`src/rtl/bsg_router_link_traffic_gen_if.sv`:
```
// Link bundle between the traffic generator and a router port.
// link_i carries router -> generator traffic, link_o carries generator -> router.
// Each is packed as {v, data[width_p-1:0], ready_and_rev}.
interface bsg_router_link_traffic_gen_if #(
    parameter int width_p = 128
) ();
    localparam int lw = width_p + 2;

    logic [lw-1:0] link_i;
    logic [lw-1:0] link_o;

    // Generator side: sends on link_o, receives on link_i.
    modport master (
        input  link_i,
        output link_o
    );

    // Router side: the mirror image.
    modport slave (
        input  link_o,
        output link_i
    );
endinterface

```
`src/rtl/bsg_router_link_traffic_gen.sv`:
```
// Router link traffic generator and monitor.
// It sends a programmed number of sequence-numbered packets to (dest_x, dest_y)
// on a ready/valid-and link. It also counts and signs every beat it receives.
// Optional receive-order checker: define BSG_ROUTER_TGEN_CHECK_EN to enable it.
// When it is not defined, error_o is tied low.
module bsg_router_link_traffic_gen #(
    parameter int width_p        = 128,
    parameter int x_cord_width_p = 5,
    parameter int y_cord_width_p = 5,
    parameter int count_width_p  = 16
) (
    input  logic                      clk_i,
    input  logic                      reset_n_i,
    input  logic                      start_i,
    input  logic [count_width_p-1:0]  num_pkts_i,
    input  logic [x_cord_width_p-1:0] dest_x_i,
    input  logic [y_cord_width_p-1:0] dest_y_i,
    bsg_router_link_traffic_gen_if.master link,
    output logic                      busy_o,
    output logic                      done_o,
    output logic [count_width_p-1:0]  sent_o,
    output logic [count_width_p-1:0]  recvd_o,
    output logic [31:0]               sig_o,
    output logic                      error_o
);
    localparam int lw      = width_p + 2;
    localparam int coord_w = x_cord_width_p + y_cord_width_p;
    localparam logic [count_width_p-1:0] cnt_one  = count_width_p'(1);
    localparam logic [count_width_p-1:0] cnt_zero = count_width_p'(0);

    typedef enum logic [1:0] {
        IDLE = 2'd0,
        SEND = 2'd1,
        DONE = 2'd2
    } state_e;

    // Packet layout: dest_x in the low bits, dest_y above it, then the seq number.
    function automatic logic [width_p-1:0] pack_f(
        input logic [count_width_p-1:0]  seq,
        input logic [y_cord_width_p-1:0] dy,
        input logic [x_cord_width_p-1:0] dx
    );
        logic [width_p-1:0] pkt;
        pkt = '0;
        pkt[x_cord_width_p-1:0]              = dx;
        pkt[x_cord_width_p +: y_cord_width_p] = dy;
        pkt[coord_w +: count_width_p]         = seq;
        return pkt;
    endfunction

    // Rotate-left-by-one signature step folded with the low received word.
    function automatic logic [31:0] sig_step_f(
        input logic [31:0] sig,
        input logic [31:0] word
    );
        return {sig[30:0], sig[31]} ^ word;
    endfunction

    state_e                      state_r, state_s;
    logic [count_width_p-1:0]    num_r, num_s;
    logic [x_cord_width_p-1:0]   dest_x_r, dest_x_s;
    logic [y_cord_width_p-1:0]   dest_y_r, dest_y_s;
    logic [count_width_p-1:0]    sent_r, sent_s;
    logic                        v_r, v_s;
    logic [width_p-1:0]          data_r, data_s;
    logic                        rdy_r;
    logic [count_width_p-1:0]    recvd_r, recvd_s;
    logic [31:0]                 sig_r, sig_s;

    logic                        start_ok_s;
    logic                        xfer_s;
    logic                        rx_v_s;
    logic [width_p-1:0]          rx_data_s;
    logic                        unused_rx_s;

    // A start is honoured everywhere except while packets are in flight.
    assign start_ok_s  = start_i & (state_r != SEND);
    assign xfer_s      = v_r & link.link_i[0];
    assign rx_v_s      = link.link_i[lw-1];
    assign rx_data_s   = link.link_i[width_p:1];
    assign unused_rx_s = ^rx_data_s;

    // Send-side next state: FSM, packet counter and the registered outgoing beat.
    always_comb begin
        state_s  = state_r;
        num_s    = num_r;
        dest_x_s = dest_x_r;
        dest_y_s = dest_y_r;
        sent_s   = sent_r;
        v_s      = v_r;
        data_s   = data_r;
        case (state_r)
            IDLE, DONE: begin
                if (start_i) begin
                    num_s    = num_pkts_i;
                    dest_x_s = dest_x_i;
                    dest_y_s = dest_y_i;
                    sent_s   = cnt_zero;
                    data_s   = pack_f(cnt_zero, dest_y_i, dest_x_i);
                    if (num_pkts_i != cnt_zero) begin
                        state_s = SEND;
                        v_s     = 1'b1;
                    end else begin
                        state_s = DONE;
                        v_s     = 1'b0;
                    end
                end else begin
                    state_s = state_r;
                    v_s     = 1'b0;
                end
            end
            SEND: begin
                if (xfer_s) begin
                    sent_s = sent_r + cnt_one;
                    if (sent_r == (num_r - cnt_one)) begin
                        state_s = DONE;
                        v_s     = 1'b0;
                    end else begin
                        state_s = SEND;
                        v_s     = 1'b1;
                        data_s  = pack_f(sent_r + cnt_one, dest_y_r, dest_x_r);
                    end
                end else begin
                    // Hold v and data stable until the router accepts the beat.
                    sent_s = sent_r;
                    v_s    = v_r;
                    data_s = data_r;
                end
            end
            default: begin
                state_s = IDLE;
                v_s     = 1'b0;
            end
        endcase
    end

    // Receive-side next state: count and sign every beat; a start clears and wins.
    always_comb begin
        recvd_s = recvd_r;
        sig_s   = sig_r;
        if (start_ok_s) begin
            recvd_s = cnt_zero;
            sig_s   = 32'd0;
        end else if (rx_v_s) begin
            recvd_s = recvd_r + cnt_one;
            sig_s   = sig_step_f(sig_r, rx_data_s[31:0]);
        end else begin
            recvd_s = recvd_r;
            sig_s   = sig_r;
        end
    end

    // Main state registers; link_o drops to all-zero on reset.
    always_ff @(posedge clk_i or negedge reset_n_i) begin
        if (!reset_n_i) begin
            state_r  <= IDLE;
            num_r    <= cnt_zero;
            dest_x_r <= '0;
            dest_y_r <= '0;
            sent_r   <= cnt_zero;
            v_r      <= 1'b0;
            data_r   <= '0;
            rdy_r    <= 1'b0;
            recvd_r  <= cnt_zero;
            sig_r    <= 32'd0;
        end else begin
            state_r  <= state_s;
            num_r    <= num_s;
            dest_x_r <= dest_x_s;
            dest_y_r <= dest_y_s;
            sent_r   <= sent_s;
            v_r      <= v_s;
            data_r   <= data_s;
            rdy_r    <= 1'b1;
            recvd_r  <= recvd_s;
            sig_r    <= sig_s;
        end
    end

`ifdef BSG_ROUTER_TGEN_CHECK_EN
    logic [count_width_p-1:0] exp_r, exp_s;
    logic                     error_r, error_s;
    logic [count_width_p-1:0] rx_seq_s;

    assign rx_seq_s = rx_data_s[coord_w +: count_width_p];

    // Expected-sequence tracker; a mismatch latches error until the next start.
    always_comb begin
        exp_s   = exp_r;
        error_s = error_r;
        if (start_ok_s) begin
            exp_s   = cnt_zero;
            error_s = 1'b0;
        end else if (rx_v_s) begin
            exp_s = exp_r + cnt_one;
            if (rx_seq_s != exp_r) begin
                error_s = 1'b1;
            end else begin
                error_s = error_r;
            end
        end else begin
            exp_s   = exp_r;
            error_s = error_r;
        end
    end

    // Checker registers.
    always_ff @(posedge clk_i or negedge reset_n_i) begin
        if (!reset_n_i) begin
            exp_r   <= cnt_zero;
            error_r <= 1'b0;
        end else begin
            exp_r   <= exp_s;
            error_r <= error_s;
        end
    end

    assign error_o = error_r;
`else
    assign error_o = 1'b0;
`endif

    assign link.link_o = {v_r, data_r, rdy_r};
    assign busy_o      = (state_r == SEND);
    assign done_o      = (state_r == DONE);
    assign sent_o      = sent_r;
    assign recvd_o     = recvd_r;
    assign sig_o       = sig_r;

endmodule

```
`src/flat_wrapper.sv`:
```
// flat-port wrapper written by rule: the top's interface ports become plain ports
module bsg_router_link_traffic_gen_flat 
#(
    parameter int width_p        = 128,
    parameter int x_cord_width_p = 5,
    parameter int y_cord_width_p = 5,
    parameter int count_width_p  = 16
)
  (clk_i, reset_n_i, start_i, num_pkts_i, dest_x_i, dest_y_i, busy_o, done_o, sent_o, recvd_o, sig_o, error_o, link_link_i, link_link_o);
  bsg_router_link_traffic_gen_if #(.width_p(width_p)) link_i ();
  input  logic clk_i;
  input  logic reset_n_i;
  input  logic start_i;
  input  logic [count_width_p-1:0] num_pkts_i;
  input  logic [x_cord_width_p-1:0] dest_x_i;
  input  logic [y_cord_width_p-1:0] dest_y_i;
  output logic busy_o;
  output logic done_o;
  output logic [count_width_p-1:0] sent_o;
  output logic [count_width_p-1:0] recvd_o;
  output logic [31:0] sig_o;
  output logic error_o;
  input wire logic [$bits(link_i.link_i)-1:0] link_link_i;
  output wire logic [$bits(link_i.link_o)-1:0] link_link_o;
  assign link_i.link_i = link_link_i;
  assign link_link_o = link_i.link_o;
  bsg_router_link_traffic_gen #(.width_p(width_p), .x_cord_width_p(x_cord_width_p), .y_cord_width_p(y_cord_width_p), .count_width_p(count_width_p)) u_core (.clk_i(clk_i), .reset_n_i(reset_n_i), .start_i(start_i), .num_pkts_i(num_pkts_i), .dest_x_i(dest_x_i), .dest_y_i(dest_y_i), .link(link_i), .busy_o(busy_o), .done_o(done_o), .sent_o(sent_o), .recvd_o(recvd_o), .sig_o(sig_o), .error_o(error_o));
endmodule
```
`config.mk`:
```
export PLATFORM = sky130hd
export DESIGN_NAME = bsg_router_link_traffic_gen_flat
export DESIGN_NICKNAME = d
export VERILOG_FILES = /design/src/rtl/bsg_router_link_traffic_gen_if.sv /design/src/rtl/bsg_router_link_traffic_gen.sv /design/src/flat_wrapper.sv
export SDC_FILE = /design/constraint.sdc
export NUM_CORES = 1
export LEC_CHECK = 0
export ABC_AREA = 1
export ABC_CLOCK_PERIOD_IN_PS = 2600
export CAP_MARGIN = 20
export CORE_AREA = 2 2 140 142
export CTS_CLUSTER_DIAMETER = 80
export DETAILED_ROUTE_END_ITERATION = 7
export DIE_AREA = 0 0 142 144
export PLACE_DENSITY = 0.75
export RECOVER_POWER = 25
export SLEW_MARGIN = 5
export SYNTH_ARGS = -nofsm -noshare
export SYNTH_HDL_FRONTEND = slang
export SYNTH_SLANG_ARGS = --single-unit
```
`constraint.sdc`:
```
create_clock -name clk_i -period 2.6 [get_ports clk_i]
set_clock_uncertainty 0.2 [all_clocks]
set_input_delay 0.26 -clock clk_i [delete_from_list [all_inputs] [get_ports clk_i]]
set_output_delay 0.26 -clock clk_i [all_outputs]
set_load 0.01 [all_outputs]
```
==> flow_metrics.env <==
export IMPL_clock_sinks=120
export IMPL_vias_per_cell=4.56
export IMPL_initial_core_util=0.367
export IMPL_min_period_ns=2.37
export IMPL_slowest_delay_ns=0.42
export IMPL_path_class="reg -> reg"
export IMPL_design_area_um2=9170
export IMPL_layout_drive_gt1_share=0.0789
export IMPL_wirelength_mm=17.5
export IMPL_tightest_slew_ns=1.17
export IMPL_path_delay_family="simple AND/OR/NAND/NOR gates"
export IMPL_synthTopCellsByArea="dfrtp_1 (43%), buf_4 (11%), nand2_1 (11%)"
export IMPL_yosysTopAreaCell="dfrtp_1"
export IMPL_globalplace_congestion=0.854
export IMPL_die_x_um=142
export IMPL_ys_top_cells_by_count="nand2_1 (208), dfrtp_1 (120), buf_4 (105)"
export IMPL_wl_per_cell_um=13.6
export IMPL_yosysMostFrequentCell="nand2_1"
export IMPL_max_clock_freq_mhz=421
export IMPL_io_buffer_count=156
export IMPL_dieArea_um2=20400
export IMPL_async_flop_share=1.00
export IMPL_cp_arrival_ns=2.52
export IMPL_postSynthAreaPerCell_um2=7.99
export IMPL_die_h_um=144
export IMPL_numCtsBuffers=17
export IMPL_clock_path_buffers=2
export IMPL_min_path_type="in -> reg"
export IMPL_cts_tree="yes"
export IMPL_crit_slowest_cell="dfrtp_1"
export IMPL_powerDensity_nw_per_um2=665
export IMPL_slew_viol_final=0
export IMPL_ys_flop_type="dfrtp_1"
export IMPL_finalPower_mw=6.09
export IMPL_nets=1202
export IMPL_antenna_found_initial=0
export IMPL_area_delta_synth_final_pct=31.0
export IMPL_drc=0
export IMPL_post_route_util=0.480
export IMPL_rows=51
export IMPL_grt_ovfl_total=0
export IMPL_required_ns=2.75
export IMPL_grt_max_degree=70
export IMPL_rsz0062_at_grt="false"
export IMPL_worst_setup_path_start_kind="flop"
export IMPL_grt_pass1_vias=5408
export IMPL_clkLatencyLatePin_ns=0.42
export IMPL_drv_cap=0
export IMPL_worstPathMaxFanout=13
export IMPL_synth_seq_cells=120
export IMPL_grtUsageTotal=0.171
export IMPL_cts_root_buf="clkbuf_16"
export IMPL_ant_nets=0
export IMPL_cts_htree_levels=4
export IMPL_coreArea_um2=19100
export IMPL_holdWs_ns=0.0288
export IMPL_ioPinCount=356
export IMPL_synth_cells=875
export IMPL_setup_viol=0
export IMPL_status="finished, final reports clean"
export IMPL_via_count=5893
export IMPL_hold_viol=0
export IMPL_setup_tns_ns=0
export IMPL_crit_buf_inv=2
export IMPL_hpwl_mm=12.8
export IMPL_synth_seq_area_share=0.429
export IMPL_fin_crit_sh=0.913
export IMPL_synth_cell_types=43
export IMPL_maxSlewHeadroom=0.217
export IMPL_crit_chain="inv_2, ha_1, nand2_1, nor2_2, nand2_1, nand3_1, nand2_1, nor2_1, nand2_1, nor2_4, nand3_4, buf_12, nand2_8, nand2_1, nand2_1"
export IMPL_ir_drop_uv=429
export IMPL_grt_pass1_wl_mm=27.6
export IMPL_end_kind="flop"
export IMPL_synth_edf_count=0
export IMPL_placed_cell_area_um2=8470
export IMPL_yosys_warnings=0
export IMPL_syn_area_um2=7000
export IMPL_synth_top_area_frac=0.429
export IMPL_dr_pass1_iters=4
export IMPL_p_leak_nw=4.33
export IMPL_clkTransAtPathRegs_ns=0.06
export IMPL_drtIter0Drc=342
export IMPL_path_common_cell="nand2_1"
## stage by stage
| step | setup slack (ns) | cells |
|---|---|---|
| 3_5_place_dp | 0.138 | 1255 |
| 3_3_place_gp | 0.167 | 1255 |
| 5_1_grt | 0.0427 | 1290 |
| 4_1_cts | 0.113 | 1287 |
| 2_1_floorplan | 0.460 | 977 |
| 6_report | 0.227 | 1291 |
## cells in the final DEF (no fill, tap or decap), drive strengths merged, types with 10 or more instances in the layout
| cell type | count |
|---|---|
| nand2 | 222 |
| nor3 | 10 |
| nand3 | 44 |
| clkbuf | 27 |
| buf | 19 |
| a21oi | 52 |
| dfrtp | 120 |
| conb | 104 |
| xnor2 | 41 |
| nor2 | 61 |
| inv | 60 |
| o21ai | 87 |
| xor2 | 10 |
| clkdlybuf4s50 | 154 |
## metal layers
metal,track usage,share of wire,vias to the layer above
met4,0.0705,0.024,0
met5,0,0,-
met1,0.218,0.44,2745
li1,-,-,2947
met2,0.278,0.48,173
met3,0.0430,0.049,28
## repair_timing
| item | CTS | global route |
|---|---|---|
| hold buffers | 1 | 0 |
| resized for setup | 0 | 3 |
| setup buffers | 0 | 2 |
| endpoints found under the setup margin | 0 | 26 |
| hold endpoints to repair | 40 | 0 |
## tightest hold or removal path, cell delays in order
cell and delay (ns):
buf_2 0.09, inv_1 0.04, nor2_1 0.12, a21oi_1 0.09
## final cells by class
type / instances / area (um2)
antenna: 1 / 2.50
clock buffer: 24 / 502
clock inverter: 7 / 139
fill: 1839 / 9910
inverter: 62 / 233
multi-input combinational: 662 / 3250
sequential: 120 / 3000
tap: 238 / 298
timing repair buffer: 177 / 1740
## registers in the layout, indices dropped and copies added, names as in the netlist
| register | flops |
|---|---|
| u_core.dest_y_r | 5 |
| u_core.recvd_o | 16 |
| u_core.sig_o | 32 |
| u_core.data_r | 26 |
| u_core.v_r | 1 |
| u_core.state_r | 2 |
| u_core.rdy_r | 1 |
| u_core.num_r | 16 |
| u_core.dest_x_r | 5 |
| u_core.sent_o | 16 |
## cell families after synthesis
logic type | share of synthesized area
and+or+nand+nor | 0.223
buffers and inverters | 0.166
AOI/OAI and AO/OA | 0.111
DFF | 0.429
xor gates and xnor gates | 0.0639
adders and majority gates | 0.00537
other | 0.00107
## where the power goes
group	switching (mW)	internal (mW)	leakage [nW]	total, mW
clock	0.834	1.73	0.316	2.56
combinational	0.575	0.653	2.54	1.23
sequential	0.221	2.08	1.47	2.30
total	1.63	4.46	4.33	6.09
## final timing paths
path / startpoint / end / slack (ns) / depth (start not counted)
max: u_core.num_r[0] / u_core.data_r[3] / 0.23 / 15
min: link_link_i[129] / u_core.recvd_o[3] / 0.03 / 4
max reg2reg: u_core.num_r[0] / u_core.data_r[3] / 0.23 / 15
min reg2reg: u_core.data_r[3] / u_core.data_r[3] / 0.27 / 2
max in group asynchronous: reset_n_i / u_core.sent_o[0] / 0.79 / 3
min in group asynchronous: reset_n_i / u_core.data_r[12] / 0.41 / 2
Note: power is estimated with default switching activity, not from simulation.
